File: config.mk
export PLATFORM = sky130hd
export DESIGN_NAME = cpu_trace_drain
export DESIGN_NICKNAME = d
export VERILOG_FILES = /design/src/rtl/cpu_trace_pkg.sv /design/src/rtl/cpu_trace_fifo.sv /design/src/rtl/cpu_trace_drain.sv
export SDC_FILE = /design/constraint.sdc
export NUM_CORES = 1
export LEC_CHECK = 0
export CORE_UTILIZATION = 50
export CTS_CLUSTER_SIZE = 14
export DETAILED_ROUTE_END_ITERATION = 6
export GPL_TIMING_DRIVEN = 0
export PLACE_DENSITY = 0.76
export SLEW_MARGIN = 20
export SYNTH_ARGS = -nofsm -noshare
export SYNTH_HDL_FRONTEND = slang
export SYNTH_HIERARCHICAL = 1
export SYNTH_SLANG_ARGS = --single-unit
File: constraint.sdc
create_clock -name clk -period 10.7 [get_ports clk]
set_input_delay 1.07 -clock clk [delete_from_list [all_inputs] [get_ports clk]]
set_output_delay 1.07 -clock clk [all_outputs]
set_load 0.02 [all_outputs]
File: src/rtl/cpu_trace_pkg.sv
// cpu_trace_pkg -- shared constants, serializer state type and beat-slicing
// helper for the CPU trace drain.
// Optional feature macro: TRACE_OVF_MARKER_EN (adds the OVF state).
package cpu_trace_pkg;

    localparam int unsigned PKT_W   = 256;
    localparam int unsigned BEAT_W  = 32;
    localparam int unsigned BEATS   = 8;
    localparam logic [15:0] OVF_TAG = 16'hFFFF;

`ifdef TRACE_OVF_MARKER_EN
    typedef enum logic [1:0] {ST_IDLE, ST_SEND, ST_OVF} state_e;
`else
    typedef enum logic [1:0] {ST_IDLE, ST_SEND} state_e;
`endif

    // Beat k of a packet, MSB first: beat 0 is pkt[255:224].
    function automatic logic [BEAT_W-1:0] beat_of(input logic [PKT_W-1:0] pkt,
                                                  input logic [2:0]       k);
        int unsigned base;
        base = (BEATS - 1 - int'(k)) * BEAT_W;
        return pkt[base +: BEAT_W];
    endfunction

endpackage

File: src/rtl/cpu_trace_fifo.sv
// cpu_trace_fifo -- synchronous FIFO holding whole trace packets.
// Ports: clk, srst (sync, active-high), push_i/din_i write side,
//        pop_i read side, dout_o (head entry), full_o, empty_o, level_o.
// With TRACE_OVF_MARKER_EN, mark_i sets the top bit (the overflow flag)
// of the newest stored entry.
module cpu_trace_fifo #(
    parameter int unsigned DEPTH = 4,
    parameter int unsigned W     = 256
) (
    input  logic                     clk,
    input  logic                     srst,
    input  logic                     push_i,
    input  logic [W-1:0]             din_i,
    input  logic                     pop_i,
`ifdef TRACE_OVF_MARKER_EN
    input  logic                     mark_i,
`endif
    output logic [W-1:0]             dout_o,
    output logic                     full_o,
    output logic                     empty_o,
    output logic [$clog2(DEPTH):0]   level_o
);

    localparam int unsigned AW = $clog2(DEPTH);
    localparam int unsigned LW = AW + 1;

    logic [W-1:0]  mem_q [DEPTH];
    logic [AW-1:0] wr_q, rd_q;
    logic [LW-1:0] cnt_q;
    logic          do_push, do_pop;

    assign full_o  = (cnt_q == LW'(DEPTH));
    assign empty_o = (cnt_q == '0);
    assign level_o = cnt_q;
    assign dout_o  = mem_q[rd_q];

    assign do_push = push_i & ~full_o;
    assign do_pop  = pop_i & ~empty_o;

    always_ff @(posedge clk) begin
        if (srst) begin
            wr_q  <= '0;
            rd_q  <= '0;
            cnt_q <= '0;
        end else begin
            if (do_push) wr_q <= wr_q + AW'(1);
            if (do_pop)  rd_q <= rd_q + AW'(1);
            case ({do_push, do_pop})
                2'b10:   cnt_q <= cnt_q + LW'(1);
                2'b01:   cnt_q <= cnt_q - LW'(1);
                default: cnt_q <= cnt_q;
            endcase
        end
    end

    always_ff @(posedge clk) begin
        if (do_push) mem_q[wr_q] <= din_i;
`ifdef TRACE_OVF_MARKER_EN
        // Marking only happens on a drop, i.e. never together with a push,
        // so the newest entry sits just behind the write pointer.
        if (mark_i && !empty_o) mem_q[wr_q - AW'(1)][W-1] <= 1'b1;
`endif
    end

endmodule

File: src/rtl/cpu_trace_drain.sv
// cpu_trace_drain -- buffers 256-bit trace packets and serializes each one
// as 8 x 32-bit beats (MSB first) on a valid/ready stream.
// Ports: clk, srst (sync, active-high), enable, pkg_valid, pkg (input packet);
//        out_valid, out_data, out_last, out_ready (beat stream);
//        full, level, drop_cnt (saturating), busy (status).
// Macro TRACE_OVF_MARKER_EN: drops flag the newest buffered packet, and an
// 8-beat marker {OVF_TAG, segment drop count} follows that packet.
module cpu_trace_drain
    import cpu_trace_pkg::*;
#(
    parameter int unsigned DEPTH = 4
) (
    input  logic                   clk,
    input  logic                   srst,
    input  logic                   enable,
    input  logic                   pkg_valid,
    input  logic [255:0]           pkg,
    output logic                   out_valid,
    output logic [31:0]            out_data,
    output logic                   out_last,
    input  logic                   out_ready,
    output logic                   full,
    output logic [$clog2(DEPTH):0] level,
    output logic [15:0]            drop_cnt,
    output logic                   busy
);

    localparam int unsigned LW = $clog2(DEPTH) + 1;
`ifdef TRACE_OVF_MARKER_EN
    localparam int unsigned FW = PKT_W + 1;
`else
    localparam int unsigned FW = PKT_W;
`endif

    state_e        state_q, state_d;
    logic [2:0]    beat_q, beat_d;
    logic [15:0]   drop_q, drop_d;
    logic [FW-1:0] head;
    logic          empty, push, drop, fire, last_beat, pop;

    assign push      = pkg_valid & enable & ~full;
    assign drop      = pkg_valid & enable & full;
    assign fire      = out_valid & out_ready;
    assign last_beat = (beat_q == 3'd7);
    assign pop       = (state_q == ST_SEND) & fire & last_beat;

`ifdef TRACE_OVF_MARKER_EN
    logic [15:0] seg_q, seg_d, seg_lat_q;
    logic        enter_ovf;

    assign enter_ovf = pop & head[PKT_W];
`endif

    cpu_trace_fifo #(
        .DEPTH (DEPTH),
        .W     (FW)
    ) u_fifo (
        .clk     (clk),
        .srst    (srst),
        .push_i  (push),
`ifdef TRACE_OVF_MARKER_EN
        .din_i   ({1'b0, pkg}),
        .mark_i  (drop),
`else
        .din_i   (pkg),
`endif
        .pop_i   (pop),
        .dout_o  (head),
        .full_o  (full),
        .empty_o (empty),
        .level_o (level)
    );

    always_ff @(posedge clk) begin
        if (srst) begin
            state_q <= ST_IDLE;
            beat_q  <= '0;
            drop_q  <= '0;
        end else begin
            state_q <= state_d;
            beat_q  <= beat_d;
            drop_q  <= drop_d;
        end
    end

`ifdef TRACE_OVF_MARKER_EN
    always_ff @(posedge clk) begin
        if (srst) begin
            seg_q     <= '0;
            seg_lat_q <= '0;
        end else begin
            seg_q <= seg_d;
            if (enter_ovf) seg_lat_q <= seg_q;
        end
    end

    // Segment restarts on OVF entry; a drop in that same cycle opens it at 1.
    always_comb begin
        seg_d = seg_q;
        if (enter_ovf)                    seg_d = {15'd0, drop};
        else if (drop && seg_q != 16'hFFFF) seg_d = seg_q + 16'd1;
    end
`endif

    always_comb begin
        drop_d = drop_q;
        if (drop && drop_q != 16'hFFFF) drop_d = drop_q + 16'd1;
    end

    always_comb begin
        state_d = state_q;
        beat_d  = beat_q;
        case (state_q)
            ST_IDLE: begin
                if (!empty) begin
                    state_d = ST_SEND;
                    beat_d  = '0;
                end
            end
            ST_SEND: begin
                if (fire) begin
                    beat_d = beat_q + 3'd1;
                    if (last_beat) begin
                        // Stay in SEND when another packet remains after this
                        // pop (or arrives now) so streaming has no bubble.
                        if (level > LW'(1) || push) state_d = ST_SEND;
                        else                        state_d = ST_IDLE;
`ifdef TRACE_OVF_MARKER_EN
                        if (head[PKT_W]) state_d = ST_OVF;
`endif
                    end
                end
            end
`ifdef TRACE_OVF_MARKER_EN
            ST_OVF: begin
                if (fire) begin
                    beat_d = beat_q + 3'd1;
                    if (last_beat) state_d = (!empty || push) ? ST_SEND : ST_IDLE;
                end
            end
`endif
            default: begin
                state_d = ST_IDLE;
                beat_d  = '0;
            end
        endcase
    end

    always_comb begin
        out_valid = (state_q != ST_IDLE);
        out_last  = out_valid & last_beat;
        busy      = ~empty | out_valid;
        out_data  = '0;
        if (state_q == ST_SEND) out_data = beat_of(head[PKT_W-1:0], beat_q);
`ifdef TRACE_OVF_MARKER_EN
        if (state_q == ST_OVF && beat_q == 3'd0) out_data = {OVF_TAG, seg_lat_q};
`endif
    end

    assign drop_cnt = drop_q;

endmodule

**Word level (Yosys, flattened, before mapping)**

Memories as Yosys holds them, arrays and structs flattened. A register that Yosys moved wholly into a read port is not among the register bits.
Cells that the tools add are included.

- RAM bits: 1024
- Register bits after elaboration: 28
- Output and inout bits: 55
- Word-level logic and storage cells: 59
- Memories: 1

Memory list:

| memory | words | bits a word | rd ports | clocked after memory_dff | write ports | RTL line | source |
|---|---|---|---|---|---|---|---|
| u_fifo.mem_q | 4 | 256 | 1 | 1 | 1 | cpu_trace_fifo.sv:27 | `logic [W-1:0] mem_q [DEPTH];` |

- Bitwise operators: 12
- Equal/unequal tests: 9
- $lt $le $gt $ge: 1
- Reduce and logical (&&, ||, !) cells: 8
- Multiplexer cells: 14
- Shift-type cells: 1
- Add/sub/neg operators: 7

Operators with widths:

| operator | count |
|---|---|
| $shiftx 256x33->32 | 1 |
| $mux 32 | 1 |
| $add 16x1->16 const B | 1 |
| $ne 16x16->1 const B | 1 |
| $pmux 3 s2 | 2 |
| $mux 2 | 5 |
| $and 1x1->1 | 9 |
| $add 3x1->3 const B | 2 |
| $eq 3x3->1 const B | 2 |
| $mux 3 | 2 |
| $ne 2x2->1 const B | 3 |
| $add 2x1->2 const B | 2 |
| $eq 2x1->1 const B | 2 |
| $pmux 2 s2 | 1 |
| $reduce_bool 2->1 | 2 |
| $sub 3x3->4 const A | 1 |
| $gt 3x1->1 const B | 1 |
| $logic_not 3->1 | 1 |
| $mux 1 | 3 |
| $reduce_and 3->1 | 1 |
| $sub 3x1->3 const B | 1 |
| $eq 2x2->1 const B | 1 |
| $logic_not 2->1 | 1 |
| $not 1->1 | 2 |
| other kinds (4) | 4 |

**Longest topological paths before layout**

- Depth in word-level cells: 8
- Gate-level depth with buffers: 11
- Gate-level depth less buffers: 11

**Modules after synthesis**

The synthesis kept the hierarchy.

By module, submodules not included:

| module | times used | sequential area each (um^2) | area each (um^2) | cells an instance |
|---|---|---|---|---|
| cpu_trace_fifo | 1 | 30929.7 | 37656.1 | 1391 |
| cpu_trace_drain | 1 | 400.4 | 3050.4 | 275 |

**Least setup slack after synthesis**

No wires, ideal clock.

- Path type: in2reg
- Start: input port pkg_valid
- End: memory u_fifo.mem_q[0][0] (enable)
- Setup slack: 2665 ps
- Required time: 10051 ps
- Stages on the path: 5
- Data arrival time: 7385 ps
- Path through: nand2_1 nor2_1 inv_1 nor2_1 and2_1

- Longest elaborated chain between the ends: 5

Ends and longest elaborated chain:

| element | RTL line | source |
|---|---|---|
| from (decl) | cpu_trace_drain.sv:16 | `input logic pkg_valid,` |
| $and 1x1->1 (2 in a row) | cpu_trace_drain.sv:41 | `assign push = pkg_valid & enable & ~full;` |
| named net push | cpu_trace_drain.sv:39 | `logic empty, push, drop, fire, last_beat, pop;` |
| $and 1x1->1 | cpu_trace_fifo.sv:37 | `assign do_push = push_i & ~full_o;` |
| $mux 1 | cpu_trace_fifo.sv:57 | `if (do_push) mem_q[wr_q] <= din_i;` |
| $mux 1 (implied by the code) | cpu_trace_fifo.sv:57 |  |
| to (decl) | cpu_trace_fifo.sv:27 |  |

The timed path passes the listed nets, and every way through them passes these cells.

==> impl_results.md <==
- Std-Cell Core Area: 0.0805 sq mm
- Register area share after synthesis: 0.770
- Port bufs: 315
- Setup ws final: 5.44 ns
- # rows: 104
- Clock sinks: 1053
- DP Area: 0.0458 sq mm
- Layout area overhead: 21.1%
- Overall die area: 0.0826 sq mm
- DR vias: 19400
- GP Congestion: 0.877
- Cell Pwr Density: 175 mW/mm^2
- Max-Cap Viols: 0
- DRC errors left: 0
- Actual transition at the worst max-transition pin: 0.991 ns
- CTS Buf Count: 106
- Max Root-Sink Buffers: 3
- Origin of the worst min-delay path: u_fifo/rd_q[1]
- DR pass1 iterations: 5
- Syn Inst Count: 1666
- Detail Route Antenna Nets: 0
- Worst hold-check path type: reg2reg
- CTS tree: yes
- Post-CTS setup buffer count: 0
- Status: finished clean
- Clock transition at path regs: 0.06 ns
- Critical path capture point type: output port
- Final HPWL DP: 61.5 mm
- DR iter-0 viols: 1900
- Mapped Nets: 1936
- GRT overflow: 0
- Worst rel slew slack: 0.339
- Worst-case reg-to-reg path depth: 8
- Period utilization: 0.492
- Fill count: 5381
- Later-pin clock latency in the skew report: 0.65 ns
- Area of the mapped netlist: 0.0407 sq mm
- Netlist cell types: 49
- Final hold violations: 0
- Max Freq: 0.190 GHz
- H-Tree Depth: 3
- Initial antenna violation count: 31
- I/O pin count: 316
- Leading area contributor after synthesis: edfxtp_1
- EDFF count, synth: 1024
- Ys flop type: edfxtp_1
- Synthesized flop and latch total: 1053
- Area contributors post-synth: edfxtp_1 76%, mux4_2 18%, dfxtp_1 1.4%, buf_12 1.1%, mux2i_1 0.81%
- RSZ-0062 raised after global routing: false
- Die height: 287 microns
- Crit path arrival time: 4.19 ns
- CP Max Fanout: 10
- Detailed Route WL: 94.0 mm
- Syn. warnings: 6
- Crit path required time: 9.63 ns
- Largest net degree at the start of global routing: 48
- Worst r2r dst: u_fifo/mem_q[3][54]
- Layout Skew: 0.0176 ns
- Fin nets: 2384
- Syn_area_per_cell: 24.4 sq um
- Vias/cell: 5.93
- Hold Buf Count CTS: 0
- Async SR Flop Fraction: 0
- Pleak: 15.1 nW
- R2R Path Start: u_fifo/level_o[0]
- Kind of critical path: reg2out
- Design area: 0.0493 sq mm
- Die width: 287 microns
- Maximum vdd drop: 0.000136 V
- First-pass GRT wire length: 136 mm
- Final Core Density: 0.612
- Resize count post-CTS: 0
- Gr usage total: 0.232
- Root Driver: clkbuf_16
- Minimum clock period: 5.26 ns
- Layout cell share with drive strength beyond 1: 0.265
- Total power: 8.64 mW
- Worst hold slack: 0.503 ns
- Share of the synthesized area in the top cell type: 0.755
- Max-slew violation count: 0
- Setup-failing EPs final: 0
- Worst reg-to-reg setup slack: 7.55 ns
- Min-Delay Path Depth: 2
- Final instance count without filler cells: 3264
- Setup TNS: 0 ns
- Placed Cells: 3066
- Worst Hold Path EP: u_fifo/rd_q[1]
- Pre-CTS WS: 6.07 ns
- WL/cell: 28.8 microns
- Initial core utilization: 0.505
- Crit start category: flip-flop
- Vias in the first global route: 20400
## Yosys cell counts (6+ instances only)
master and number:
mux2i_1 33, nor3_1 6, dfxtp_1 29, ha_1 8, mux4_2 320, edfxtp_1 1024
o31ai_1 7, a21oi_1 15, buf_2 32, nand3_1 7, o21ai_0 7, nand2_1 8
inv_1 11, buf_1 8, nor2_1 47, or3_1 6, buf_12 22, clkbuf_1 13
## worst max-delay path, stage by stage, from the launching register on
cell and delay (ns):
dfxtp_1 0.43, clkbuf_1 0.70, buf_2 0.48, mux4_2 0.38, mux4_2 0.51, mux2i_1 0.36, nor2_1 0.12, clkdlybuf4s50_1 0.56
## power breakdown
part	total (mW)	switching [mW]	internal (mW)
combinational	0.380	0.186	0.194
clock	3.63	1.49	2.14
sequential	4.63	0.0192	4.61
## logic make-up after synthesis
| family | share of synthesized area |
|---|---|
| AND/OR/NAND/NOR | 0.0147 |
| XOR/XNOR | 0.000646 |
| flip-flops | 0.770 |
| multiplexers | 0.186 |
| AO/OA/AOI/OAI | 0.00559 |
| buffers and inverters | 0.0205 |
| adder cells (fa/ha/maj) | 0.00295 |
## worst max path at each step
| stage | from | endpoint | slack, ns | depth (start not counted) |
|---|---|---|---|---|
| 6_report | flip-flop | out_data[3] | 5.44 | 7 |
| 5_1_grt | flip-flop | out_data[1] | 5.25 | 7 |
| 3_3_place_gp | pkg_valid | u_fifo/mem_q[3][22] | -2.70 | 6 |
| 4_1_cts | flip-flop | out_data[3] | 5.38 | 7 |
| 2_1_floorplan | pkg_valid | u_fifo/mem_q[0][0] | 2.67 | 5 |
| 3_5_place_dp | flip-flop | out_data[1] | 6.07 | 7 |
## layer usage
| metal | track usage | vias to the layer above | part of all wire |
|---|---|---|---|
| met5 | 0 | - | 0.0039 |
| met4 | 0.0608 | 54 | 0.021 |
| met3 | 0.0641 | 188 | 0.085 |
| li1 | - | 8138 | - |
| met1 | 0.302 | 10200 | 0.38 |
| met2 | 0.385 | 789 | 0.51 |
## registers in the layout, indices dropped and copies added, names as in the netlist, named ones only
name	flops
u_fifo/mem_q	1024
u_fifo/level_o	3
u_fifo/rd_q	2
u_fifo/wr_q	2
state_q	1
beat_q	3
drop_cnt	16
## final cells by class
cell class / count / area (sq um) / share of cell area
timing repair buffer: 340 / 3790 / 0.0768
multi-input combinational: 517 / 8550 / 0.174
tap: 1060 / 1330 / 0.0269
sequential: 1053 / 31300 / 0.636
buffer: 84 / 798 / 0.0162
clock inverter: 66 / 651 / 0.0132
clock buffer: 129 / 2790 / 0.0566
antenna: 3 / 7.51 / 0.000152
inverter: 12 / 45.0 / 0.000914
## layout by cell type, fill, tap and decap left out, drive strengths merged, types with 2 or more instances in the layout
master / synthesis / layout
a211oi: 3 / 3
a21oi: 15 / 15
a32oi: 2 / 2
and2: 5 / 5
and3: 3 / 3
buf: 70 / 94
bufinv: 0 / 12
clkbuf: 14 / 144
clkdlybuf4s50: 0 / 315
clkinv: 1 / 47
clkinvlp: 0 / 6
dfxtp: 29 / 29
diode: 0 / 3
edfxtp: 1024 / 1024
ha: 8 / 8
inv: 11 / 13
mux2: 3 / 3
mux2i: 33 / 33
mux4: 320 / 320
nand2: 8 / 8
nand2b: 3 / 3
nand3: 7 / 7
nand4: 6 / 6
nor2: 47 / 47
nor2b: 3 / 3
nor3: 6 / 6
nor4: 4 / 4
nor4b: 2 / 2
o21ai: 7 / 7
o31ai: 7 / 7
or3: 6 / 6
or4: 6 / 6
xor2: 3 / 3
(Power assumes the default switching activity.)
